## src/rtl/input_arbiter_if.sv

```systemverilog
// input_arbiter_if
//   Bundles the requester handshake and the sequential-source strobes used by
//   input_arbiter.
//   master modport: the arbiter side (drives ack/rd_*/busy/src_*/words_consumed).
//   slave modport : the requester/source side (drives req, rewind, src_data).
//   Signals:
//     req[NUM_REQ]     per-requester word request, held until ack
//     rewind           one-cycle pulse restarting the stream at word 0
//     ack[NUM_REQ]     one-hot one-cycle grant pulse, rd_data/rd_eof valid with it
//     rd_data          delivered word
//     rd_eof           high with ack when the stream is exhausted
//     busy             arbiter not idle or a rewind is pending
//     src_read         read strobe to the source
//     src_reset        address-reset strobe to the source
//     src_data         source data, valid the cycle after src_read
//     words_consumed   words read since reset/rewind, saturating at 2**ADDR_W
interface input_arbiter_if #(
  parameter int NUM_REQ = 2,
  parameter int ADDR_W  = 16,
  parameter int DATA_W  = 16
);
  logic [NUM_REQ-1:0] req;
  logic               rewind;
  logic [NUM_REQ-1:0] ack;
  logic [DATA_W-1:0]  rd_data;
  logic               rd_eof;
  logic               busy;
  logic               src_read;
  logic               src_reset;
  logic [DATA_W-1:0]  src_data;
  logic [ADDR_W:0]    words_consumed;

  modport master (
    input  req, rewind, src_data,
    output ack, rd_data, rd_eof, busy, src_read, src_reset, words_consumed
  );

  modport slave (
    output req, rewind, src_data,
    input  ack, rd_data, rd_eof, busy, src_read, src_reset, words_consumed
  );
endinterface

```

## src/rtl/input_arbiter.sv

```systemverilog
// input_arbiter
//   Shares a sequential input source (read strobe, auto-incrementing address,
//   data one clock after the strobe) between NUM_REQ requesters. One word per
//   transaction, round-robin grant, end-of-input flagged once 2**ADDR_W words
//   have been consumed, and a rewind that restarts the source at word 0.
//   Ports:
//     clk    clock
//     reset  synchronous, active-high reset
//     bus    input_arbiter_if.master (req/rewind/ack/rd_data/rd_eof/busy,
//            src_read/src_reset/src_data, words_consumed)
//   Optional feature: define INPUT_ARB_PREFETCH_EN to add a one-word prefetch
//   buffer that is filled autonomously while idle, so a granted request can be
//   answered without a source read.
module input_arbiter #(
  parameter int NUM_REQ = 2,
  parameter int ADDR_W  = 16,
  parameter int DATA_W  = 16
) (
  input  logic            clk,
  input  logic            reset,
  input_arbiter_if.master bus
);
  localparam int PW = (NUM_REQ > 1) ? $clog2(NUM_REQ) : 1;
  localparam logic [ADDR_W:0] DEPTH = {1'b1, {ADDR_W{1'b0}}};

  typedef logic [PW:0]        scan_t;
  typedef logic [NUM_REQ-1:0] reqv_t;
  typedef enum logic [2:0] {IDLE, ISSUE, CAPTURE, RESP, REWIND} state_t;

  state_t             state, state_nxt;
  logic [PW-1:0]      rr_ptr, grant_idx, pick;
  scan_t              scan;
  logic               found, latch_grant, eof_nxt, eof_sel, at_depth;
  logic [ADDR_W:0]    words_consumed;
  logic               rewind_pend;
  reqv_t              ack;
  logic [DATA_W-1:0]  rd_data;
  logic               rd_eof;
`ifdef INPUT_ARB_PREFETCH_EN
  logic               pf_valid, pf_txn, start_pf, take_pf;
  logic [DATA_W-1:0]  pf_data;
`endif

  assign at_depth = (words_consumed == DEPTH);

  // Round-robin search: first set req starting at rr_ptr, wrapping mod NUM_REQ.
  always_comb begin
    found = 1'b0;
    pick  = '0;
    scan  = '0;
    for (int i = 0; i < NUM_REQ; i++) begin
      scan = {1'b0, rr_ptr} + scan_t'(i);
      if (scan >= scan_t'(NUM_REQ)) scan = scan - scan_t'(NUM_REQ);
      if (!found && bus.req[scan[PW-1:0]]) begin
        found = 1'b1;
        pick  = scan[PW-1:0];
      end
    end
  end

  always_ff @(posedge clk) begin
    if (reset) state <= IDLE;
    else       state <= state_nxt;
  end

  // A pending rewind always wins in IDLE so it runs before any new grant.
  always_comb begin
    state_nxt   = state;
    latch_grant = 1'b0;
    eof_nxt     = 1'b0;
`ifdef INPUT_ARB_PREFETCH_EN
    start_pf    = 1'b0;
    take_pf     = 1'b0;
`endif
    case (state)
      IDLE: begin
        if (rewind_pend || bus.rewind) begin
          state_nxt = REWIND;
        end else if (found) begin
          latch_grant = 1'b1;
`ifdef INPUT_ARB_PREFETCH_EN
          if (pf_valid) begin
            state_nxt = RESP;
            take_pf   = 1'b1;
          end else
`endif
          if (at_depth) begin
            state_nxt = RESP;
            eof_nxt   = 1'b1;
          end else begin
            state_nxt = ISSUE;
          end
        end
`ifdef INPUT_ARB_PREFETCH_EN
        else if (!pf_valid && !at_depth) begin
          state_nxt = ISSUE;
          start_pf  = 1'b1;
        end
`endif
      end
      ISSUE:   state_nxt = CAPTURE;
`ifdef INPUT_ARB_PREFETCH_EN
      CAPTURE: state_nxt = pf_txn ? IDLE : RESP;
`else
      CAPTURE: state_nxt = RESP;
`endif
      RESP:    state_nxt = IDLE;
      REWIND:  state_nxt = IDLE;
      default: state_nxt = IDLE;
    endcase
  end

  // ack/rd_data/rd_eof are registered; ack is raised on the edge leaving RESP.
  always_ff @(posedge clk) begin
    if (reset) begin
      rr_ptr         <= '0;
      grant_idx      <= '0;
      eof_sel        <= 1'b0;
      words_consumed <= '0;
      rewind_pend    <= 1'b0;
      ack            <= '0;
      rd_data        <= '0;
      rd_eof         <= 1'b0;
`ifdef INPUT_ARB_PREFETCH_EN
      pf_valid       <= 1'b0;
      pf_txn         <= 1'b0;
      pf_data        <= '0;
`endif
    end else begin
      ack <= '0;
      if (latch_grant) begin
        grant_idx <= pick;
        eof_sel   <= eof_nxt;
      end
`ifdef INPUT_ARB_PREFETCH_EN
      if (state == IDLE) pf_txn <= start_pf;
      if (take_pf) begin
        rd_data  <= pf_data;
        pf_valid <= 1'b0;
      end
`endif
      if (state == ISSUE && !at_depth) words_consumed <= words_consumed + 1'b1;
      if (state == CAPTURE) begin
`ifdef INPUT_ARB_PREFETCH_EN
        if (pf_txn) begin
          pf_data  <= bus.src_data;
          pf_valid <= 1'b1;
        end else
`endif
        rd_data <= bus.src_data;
      end
      if (state == RESP) begin
        ack    <= reqv_t'(1) << grant_idx;
        rr_ptr <= (grant_idx == PW'(NUM_REQ - 1)) ? '0 : grant_idx + 1'b1;
        rd_eof <= eof_sel;
        if (eof_sel) rd_data <= '0;
      end
      // A rewind seen during REWIND itself is absorbed rather than queued.
      if (state == REWIND) begin
        words_consumed <= '0;
        rd_eof         <= 1'b0;
        rewind_pend    <= 1'b0;
`ifdef INPUT_ARB_PREFETCH_EN
        pf_valid       <= 1'b0;
`endif
      end else if (bus.rewind && state != IDLE) begin
        rewind_pend <= 1'b1;
      end
    end
  end

  assign bus.ack            = ack;
  assign bus.rd_data        = rd_data;
  assign bus.rd_eof         = rd_eof;
  assign bus.words_consumed = words_consumed;
  assign bus.busy           = (state != IDLE) || rewind_pend;
  assign bus.src_read       = (state == ISSUE);
  assign bus.src_reset      = reset || (state == REWIND);
endmodule

```

## src/flat_wrapper.sv

```systemverilog
// flat-port wrapper written by rule: the top's interface ports become plain ports
module input_arbiter_flat 
#(
  parameter int NUM_REQ = 2,
  parameter int ADDR_W  = 16,
  parameter int DATA_W  = 16
)
  (clk, reset, bus_req, bus_rewind, bus_src_data, bus_ack, bus_rd_data, bus_rd_eof, bus_busy, bus_src_read, bus_src_reset, bus_words_consumed);
  input_arbiter_if #(.NUM_REQ(NUM_REQ), .ADDR_W(ADDR_W), .DATA_W(DATA_W)) bus_i ();
  input  logic clk;
  input  logic reset;
  input wire logic [$bits(bus_i.req)-1:0] bus_req;
  input wire logic [$bits(bus_i.rewind)-1:0] bus_rewind;
  input wire logic [$bits(bus_i.src_data)-1:0] bus_src_data;
  output wire logic [$bits(bus_i.ack)-1:0] bus_ack;
  output wire logic [$bits(bus_i.rd_data)-1:0] bus_rd_data;
  output wire logic [$bits(bus_i.rd_eof)-1:0] bus_rd_eof;
  output wire logic [$bits(bus_i.busy)-1:0] bus_busy;
  output wire logic [$bits(bus_i.src_read)-1:0] bus_src_read;
  output wire logic [$bits(bus_i.src_reset)-1:0] bus_src_reset;
  output wire logic [$bits(bus_i.words_consumed)-1:0] bus_words_consumed;
  assign bus_i.req = bus_req;
  assign bus_i.rewind = bus_rewind;
  assign bus_i.src_data = bus_src_data;
  assign bus_ack = bus_i.ack;
  assign bus_rd_data = bus_i.rd_data;
  assign bus_rd_eof = bus_i.rd_eof;
  assign bus_busy = bus_i.busy;
  assign bus_src_read = bus_i.src_read;
  assign bus_src_reset = bus_i.src_reset;
  assign bus_words_consumed = bus_i.words_consumed;
  input_arbiter #(.NUM_REQ(NUM_REQ), .ADDR_W(ADDR_W), .DATA_W(DATA_W)) u_core (.clk(clk), .reset(reset), .bus(bus_i));
endmodule
```

## config.mk

```make
export PLATFORM = sky130hd
export DESIGN_NAME = input_arbiter_flat
export DESIGN_NICKNAME = d
export VERILOG_FILES = /design/src/rtl/input_arbiter_if.sv /design/src/rtl/input_arbiter.sv /design/src/flat_wrapper.sv
export SDC_FILE = /design/constraint.sdc
export NUM_CORES = 1
export LEC_CHECK = 0
export ABC_AREA = 1
export CAP_MARGIN = 0
export CORE_UTILIZATION = 35
export DETAILED_ROUTE_END_ITERATION = 10
export PLACE_DENSITY_LB_ADDON = 0.15
export SYNTH_ARGS = -nofsm -noshare
export SYNTH_HDL_FRONTEND = slang
export SYNTH_SLANG_ARGS = --single-unit
```

## constraint.sdc

```tcl
create_clock -name clk -period 1.63 [get_ports clk]
set_input_delay 0.2445 -clock clk [delete_from_list [all_inputs] [get_ports clk]]
set_output_delay 0.2445 -clock clk [all_outputs]
set_load 0.01 [all_outputs]
```

# After elaboration in Yosys (flattened, before gate mapping)
# Cells that the tools add are included.
totals:
  in_bits: 21
  regBits: 43
  n_memories: 0
  out_inout_bits: 39
  rom_bits: 0
  mem_bits_rw: 0
  latchBits: 0
op_classes:
  bitwise_logic: 1
  n_shift: 1
  mux: 25
  addsub: 5
  reduce_logical: 12
  n_lt_le_gt_ge: 4
  div: 0
  mul: 0
  n_eq_ne: 6
op_table:
  columns: ["operator", "n"]
  rows:
  - ["two-way mux 16 bit", 3]
  - ["two-way mux 1 bit", 18]
  - ["adder 17 x 1 -> 17 bit, second input constant", 1]
  - ["equality test 17 bit, second input constant", 1]
  - ["case mux 3 bit (3 select lines)", 1]
  - ["equality test 3 x 2 -> 1 bit, second input constant", 2]
  - ["two-way mux 3 bit", 2]
  - ["< comparator 1 x 2 -> 1 bit, second input constant", 2]
  - ["OR reduction 2 bit", 2]
  - ["equality test 3 x 1 -> 1 bit, second input constant", 1]
  - ["equality test 3 bit, second input constant", 1]
  - ["logical AND 1 bit", 3]
  - ["logical NOT 3 bit", 1]
  - ["logical OR 1 bit", 3]
  - ["!= test 3 x 1 -> 1 bit, second input constant", 1]
  - ["nonzero test 3 bit", 1]
  - ["adder 1 x 1 -> 2 bit, second input constant", 1]
  - ["greater-or-equal comparator 1 x 2 -> 1 bit, second input constant", 1]
  - ["greater-or-equal comparator 2 bit, second input constant", 1]
  - ["logical NOT 1 bit", 2]
  - ["two-way mux 2 bit", 1]
  - ["left shift 1 x 1 -> 2 bit, first input constant", 1]
  - ["subtractor 1 bit, second input constant", 2]
  - ["adder 1 bit, second input constant", 1]
  - ["inverter 1 bit", 1]

# Depth between registers and ports, before layout
depth:
  word_depth: 11
  depth_mapped: 10

# Least setup slack after synthesis
# No wires, ideal clock.
synth_path:
  kind: "reg2reg"
  from: "register u_core.words_consumed[1], in the netlist u_core.bus.words_consumed[1]"
  to: "register u_core.words_consumed[16], in the netlist u_core.bus.words_consumed[16]"
  t_arrival_ps: 1295
  path_stages_with_launch: 9
  setup_ps: 118
  path_buffers: 0
  path_slack_ps: 217
  cell_sequence: "dfxtp_1 ha_1 nand2_1 nor2_2 nand2_2 o21ai_0 nand2_1 nand2_1 a21oi_2"
synth_between:
  elab_chain_cells: 3
  word_cells_on_any_way: 4
  classes_between: "add/sub: 1; eq/ne: 1; reduce/logical: 2"
synth_lines:
  columns: ["element", "line", "source"]
  rows:
  - ["from (decl)", "input_arbiter.sv:34", "logic [ADDR_W:0] words_consumed;"]
  - ["from (signal assigned)", "input_arbiter.sv:142", "if (state == ISSUE && !at_depth) words_consumed <= words_consumed + 1'b1;"]
  - ["parallel branches: the longest is 3 deep, another holds adder 17 x 1 -> 17 bit", null, null]
# Several ways; the timed one is not identified.
# A chain may end at the register's enable or synchronous reset.

# Worst setup path in the final report
layout_path:
  from: "register u_core.words_consumed[12], in the netlist u_core.bus.words_consumed[12]"
  to: "output bus_words_consumed[12]"
layout_lines:
  columns: ["element", "line", "source"]
  rows:
  - ["to (decl)", "flat_wrapper.sv:21", "output wire logic [$bits(bus_i.words_consumed)-1:0] bus_words_consumed;"]
# No word-level cell between the ends.

==> results summary <==
In the post-synthesis netlist, the biggest area contributors are sky130_fd_sc_hd__dfxtp_1, sky130_fd_sc_hd__nor2_1, sky130_fd_sc_hd__nand2_1. For this run, the slowest stage of the critical path takes 0.58 ns. Grouping stages by cell kind, the critical path spends the most delay in buffers and inverters. For the pin with the worst max-slew slack, the measured transition is 0.280 ns. The worst reg-to-reg setup slack came out at 0.13 ns.

Setup repair after global routing could not meet its margin everywhere. The total die area came out at 6400 um2. The reg-to-reg startpoint is u_core.bus.words_consumed[0]$_SDFFE_PP0P_. The endpoint required time on the critical path came out at 1.39 ns. The post-synthesis xor/xnor area fraction came out at 2.88%. The maximum number of pins on one net before global-route repair is 18. The post-detailed-placement cell area is 2870 um2. The number of enable-type register cells in the synthesized netlist is 0.

The first global-routing pass estimated 8.58 mm of wire. The number of cells produced by synthesis came out at roughly 300. STA classifies the critical path startpoint as a flop. After synthesis, the largest area contributor takes up 40.4% of total cell area. Routability-driven placement finished with a final weighted congestion of roughly 0.79. The summed negative setup slack over all endpoints is 0 ns.

After synthesis the netlist holds a flip-flop and latch count of 43. The total routing usage reported by global routing came out at between 10% and 20%. The hold-critical path depth is 1.

The sequential-to-total area share from yosys stat came out at 40.4%. The worst hold path begins at u_core.grant_idx$_SDFFE_PP0P_. The share of synthesized area spent on multiplexers came out at 0%.

STA classifies the critical path endpoint as an output port. The compound-cell area share of the yosys netlist came out at 8.35%. Across the routed clock network, the largest skew measured is ~0.0043 ns.

The floorplan step defined a core boundary enclosing approximately 6000 um2. The final cycle utilization of the critical path came out at 96.2%. The later pin in the worst-skew pair is clocked with a latency of 0.29 ns. The critical path class is flop to output port. The post-place setup slack is -0.120 ns.

The hold violation total from the final report came out at 0. Summed over all cells, the static leakage comes to 1.09 nW. For this block, the initial DRC count from the detailed router was 100. Once detail routing completed, the nets flagged for antenna violations numbered 0.

The TritonCTS clock tree is yes. The biggest area contributor in the post-synthesis netlist is sky130_fd_sc_hd__dfxtp_1. The average vias per placed instance came out at about 4.5.

The number of max-cap violations is 0. The number of rows created at floorplan is 28. The maximum frequency from static timing analysis is around 640 MHz. For this design the ratio of total power to cell area is 832 nW/um2.

The combinational family with the most area after synthesis is simple AND/OR/NAND/NOR gates. In this run the deepest clock path goes through 2 buffers. The number of pins exceeding their max-slew limit in the final report was 0. The final-report setup violation count came out at 0. The final-layout worst hold slack came out at 0.432 ns. The cell at the slowest stage of the critical path is sky130_fd_sc_hd__clkdlybuf4s50_1. The worst hold path terminates at u_core.bus.ack[0]$_SDFF_PP0_. The worst hold-check path type is flop to flop. The floorplan die width came out at 80.0 um. The shortest clock period the worst path allows after layout is between 1.5 and 2 ns. The relative max-transition margin came out at 81.2%. The run finished with clean final reports. The most used flip-flop cell after synthesis is sky130_fd_sc_hd__dfxtp_1. After detailed routing, the number of remaining DRC violations is 0. For this run, the number of Yosys warnings is 0. The via count of the first global-routing pass is ~1,800. The synthesis-to-finish area growth is 42.0%. During placement, the flow inserted port buffers numbering 59. Pin placement for this block handled 60 I/O pins. sky130_fd_sc_hd__nor2_1 is the most common cell in the netlist.

Summed over all layers, the routed wires come to 5.31 mm. For this run, the detailed router's first-pass iteration total came to 4. After Yosys synthesis, and, or, nand and nor cells account for 39.3% of the synthesized area. The number of diodes came out at 0. The data arrival time of the critical path is about 1.3 ns.

The capture point of the worst reg-to-reg path is u_core.bus.words_consumed[11]$_SDFFE_PP0P_. In this run the worst path has a maximum fanout of 5. The clock-pin slew on the worst setup and hold paths came out at around 0.080 ns.

The mean post-synth cell area came out at 7.12 um2. The root cell of the clock tree is sky130_fd_sc_hd__clkbuf_8. In the final design database the tool counted 394 nets.

The number of antenna violations at the first check in global routing was 0. The post-layout utilization of the core came out at just over 50%. The total clock buffers created by CTS is 5. In the final routed layout, each cell accounts on average for 11.9 um. The critical path goes through clkdlybuf4s50_1.

The number of cell instances on the worst register-to-register path came out at 10. The maximum level of the CTS H-tree is 2. The post-synthesis cell area is 2130 um2. The net count of the mapped netlist is about 320. The number of unique standard cell types used by synthesis is 29.

Setup slack closes at around 0.061 ns. Fill cells in the final layout number 580. The sum of net half-perimeters after detailed placement came out at 3.81 mm. The share of synthesized cell area in full adder, half adder and majority cells came out at under 10%. The height of the chip came out at 80.0 um. The final cell area excluding filler cells came out at about 3000 um2. The fraction of layout instances using a drive strength above 1 is 18.8%. The total clock sinks is between 40 and 50. By count the netlist is led by sky130_fd_sc_hd__nor2_1, sky130_fd_sc_hd__nand2_1, sky130_fd_sc_hd__dfxtp_1, sky130_fd_sc_hd__inv_1, sky130_fd_sc_hd__nor3_1. The maximum resistive drop on vdd is 0.349 mV. The fraction of synthesis flops using an asynchronous set or reset pin is 0%. The number of vias after detailed routing is 2,028. The number of buffers and inverters on the critical path is 1. The total overflow left after global routing is 0. The initial utilization of the core area, before any placement, comes to 36.2%.
-- flip-flops by register name, indices dropped and copies added (netlist names) --
signal,count
u_core.bus.ack,2
u_core.state,3
u_core.bus.rd_eof,1
u_core.rewind_pend,1
u_core.grant_idx,1
u_core.bus.rd_data,16
u_core.rr_ptr,1
u_core.eof_sel,1
u_core.bus.words_consumed,17
-- routing by layer --
layer / vias up / global-route usage (%) / part of all wire, %
li1: 1096 / - / -
met1: 890 / 23.4 / 48
met2: 40 / 27.4 / 46
met3: 2 / 4.34 / 4.7
met4: 0 / 5.36 / 0.47
met5: - / 0 / 0
-- metrics by stage --
step | cells | power, mW
floorplan | 299 | 1.47
global placement | 439 | 1.74
detailed placement | 439 | 1.75
CTS | 447 | 2.52
global route | 447 | 2.67
finish | 447 | 2.51
-- how the worst max path moves through the flow --
stage               slack (ns)  depth (start not counted)                                          to                                        from
finish                    0.06                          1                      bus_words_consumed[12]  u_core.bus.words_consumed[12]$_SDFFE_PP0P_
global route             -0.01                          4                               bus_src_reset                u_core.state[0]$_SDFFE_PP0P_
CTS                       0.01                          1                       bus_words_consumed[4]   u_core.bus.words_consumed[4]$_SDFFE_PP0P_
detailed placement       -0.12                          5                               bus_src_reset                                       reset
global placement         -0.15                          5                               bus_src_reset                                       reset
floorplan                 0.22                          8  u_core.bus.words_consumed[16]$_SDFFE_PP0P_   u_core.bus.words_consumed[1]$_SDFFE_PP0P_
-- cell type report --
class                   count  area, um2  share of cell area (%)
well taps                  75       93.8                    3.11
repair buffers             74        712                    23.6
clock buffers               7       96.3                    3.19
flip-flops and latches     43        877                    29.0
inverters                  25       96.3                    3.19
clock inverters             1       7.51                   0.248
multi-input cells         222       1140                    37.7
-- report_power, final --
part           total [mW]  internal (mW)  switching (mW)
combinational       0.587          0.282           0.305
clock               0.759          0.386           0.373
sequential           1.17           1.12          0.0478
-- cells by family (layout without fill, tap and decap cells) --
family | Yosys count | after routing
and+or+nand+nor | 187 | 187
DFF | 43 | 43
buffers and inverters | 34 | 107
AOI/OAI and AO/OA | 26 | 26
xor gates and xnor gates | 7 | 7
adders and majority gates | 2 | 2
-- cells in the final DEF (no fill, tap or decap), types with 3 or more instances in the layout --
| master | Yosys | layout |
|---|---|---|
| sky130_fd_sc_hd__a21oi_1 | 6 | 6 |
| sky130_fd_sc_hd__a21oi_2 | 10 | 10 |
| sky130_fd_sc_hd__buf_4 | 2 | 14 |
| sky130_fd_sc_hd__clkbuf_8 | 0 | 7 |
| sky130_fd_sc_hd__clkdlybuf4s50_1 | 0 | 56 |
| sky130_fd_sc_hd__dfxtp_1 | 43 | 32 |
| sky130_fd_sc_hd__dfxtp_2 | 0 | 10 |
| sky130_fd_sc_hd__dlygate4sd2_1 | 0 | 3 |
| sky130_fd_sc_hd__inv_1 | 23 | 21 |
| sky130_fd_sc_hd__inv_2 | 2 | 3 |
| sky130_fd_sc_hd__nand2_1 | 61 | 60 |
| sky130_fd_sc_hd__nand2_2 | 7 | 8 |
| sky130_fd_sc_hd__nand3_1 | 16 | 15 |
| sky130_fd_sc_hd__nand4_1 | 6 | 6 |
| sky130_fd_sc_hd__nor2_1 | 68 | 66 |
| sky130_fd_sc_hd__nor2_4 | 3 | 5 |
| sky130_fd_sc_hd__nor3_1 | 18 | 18 |
| sky130_fd_sc_hd__o21ai_0 | 5 | 4 |
| sky130_fd_sc_hd__xor2_1 | 5 | 5 |
-- what timing repair did --
item / 4_1_cts / 5_1_grt
pin swaps: 1 / 1
resized for setup: 10 / 17
endpoints found under the setup margin: 5 / 9
hold buffers: 0 / 0
setup buffers: 0 / 1
gates cloned: 0 / 0
Note: power is estimated with default switching activity, not from simulation.
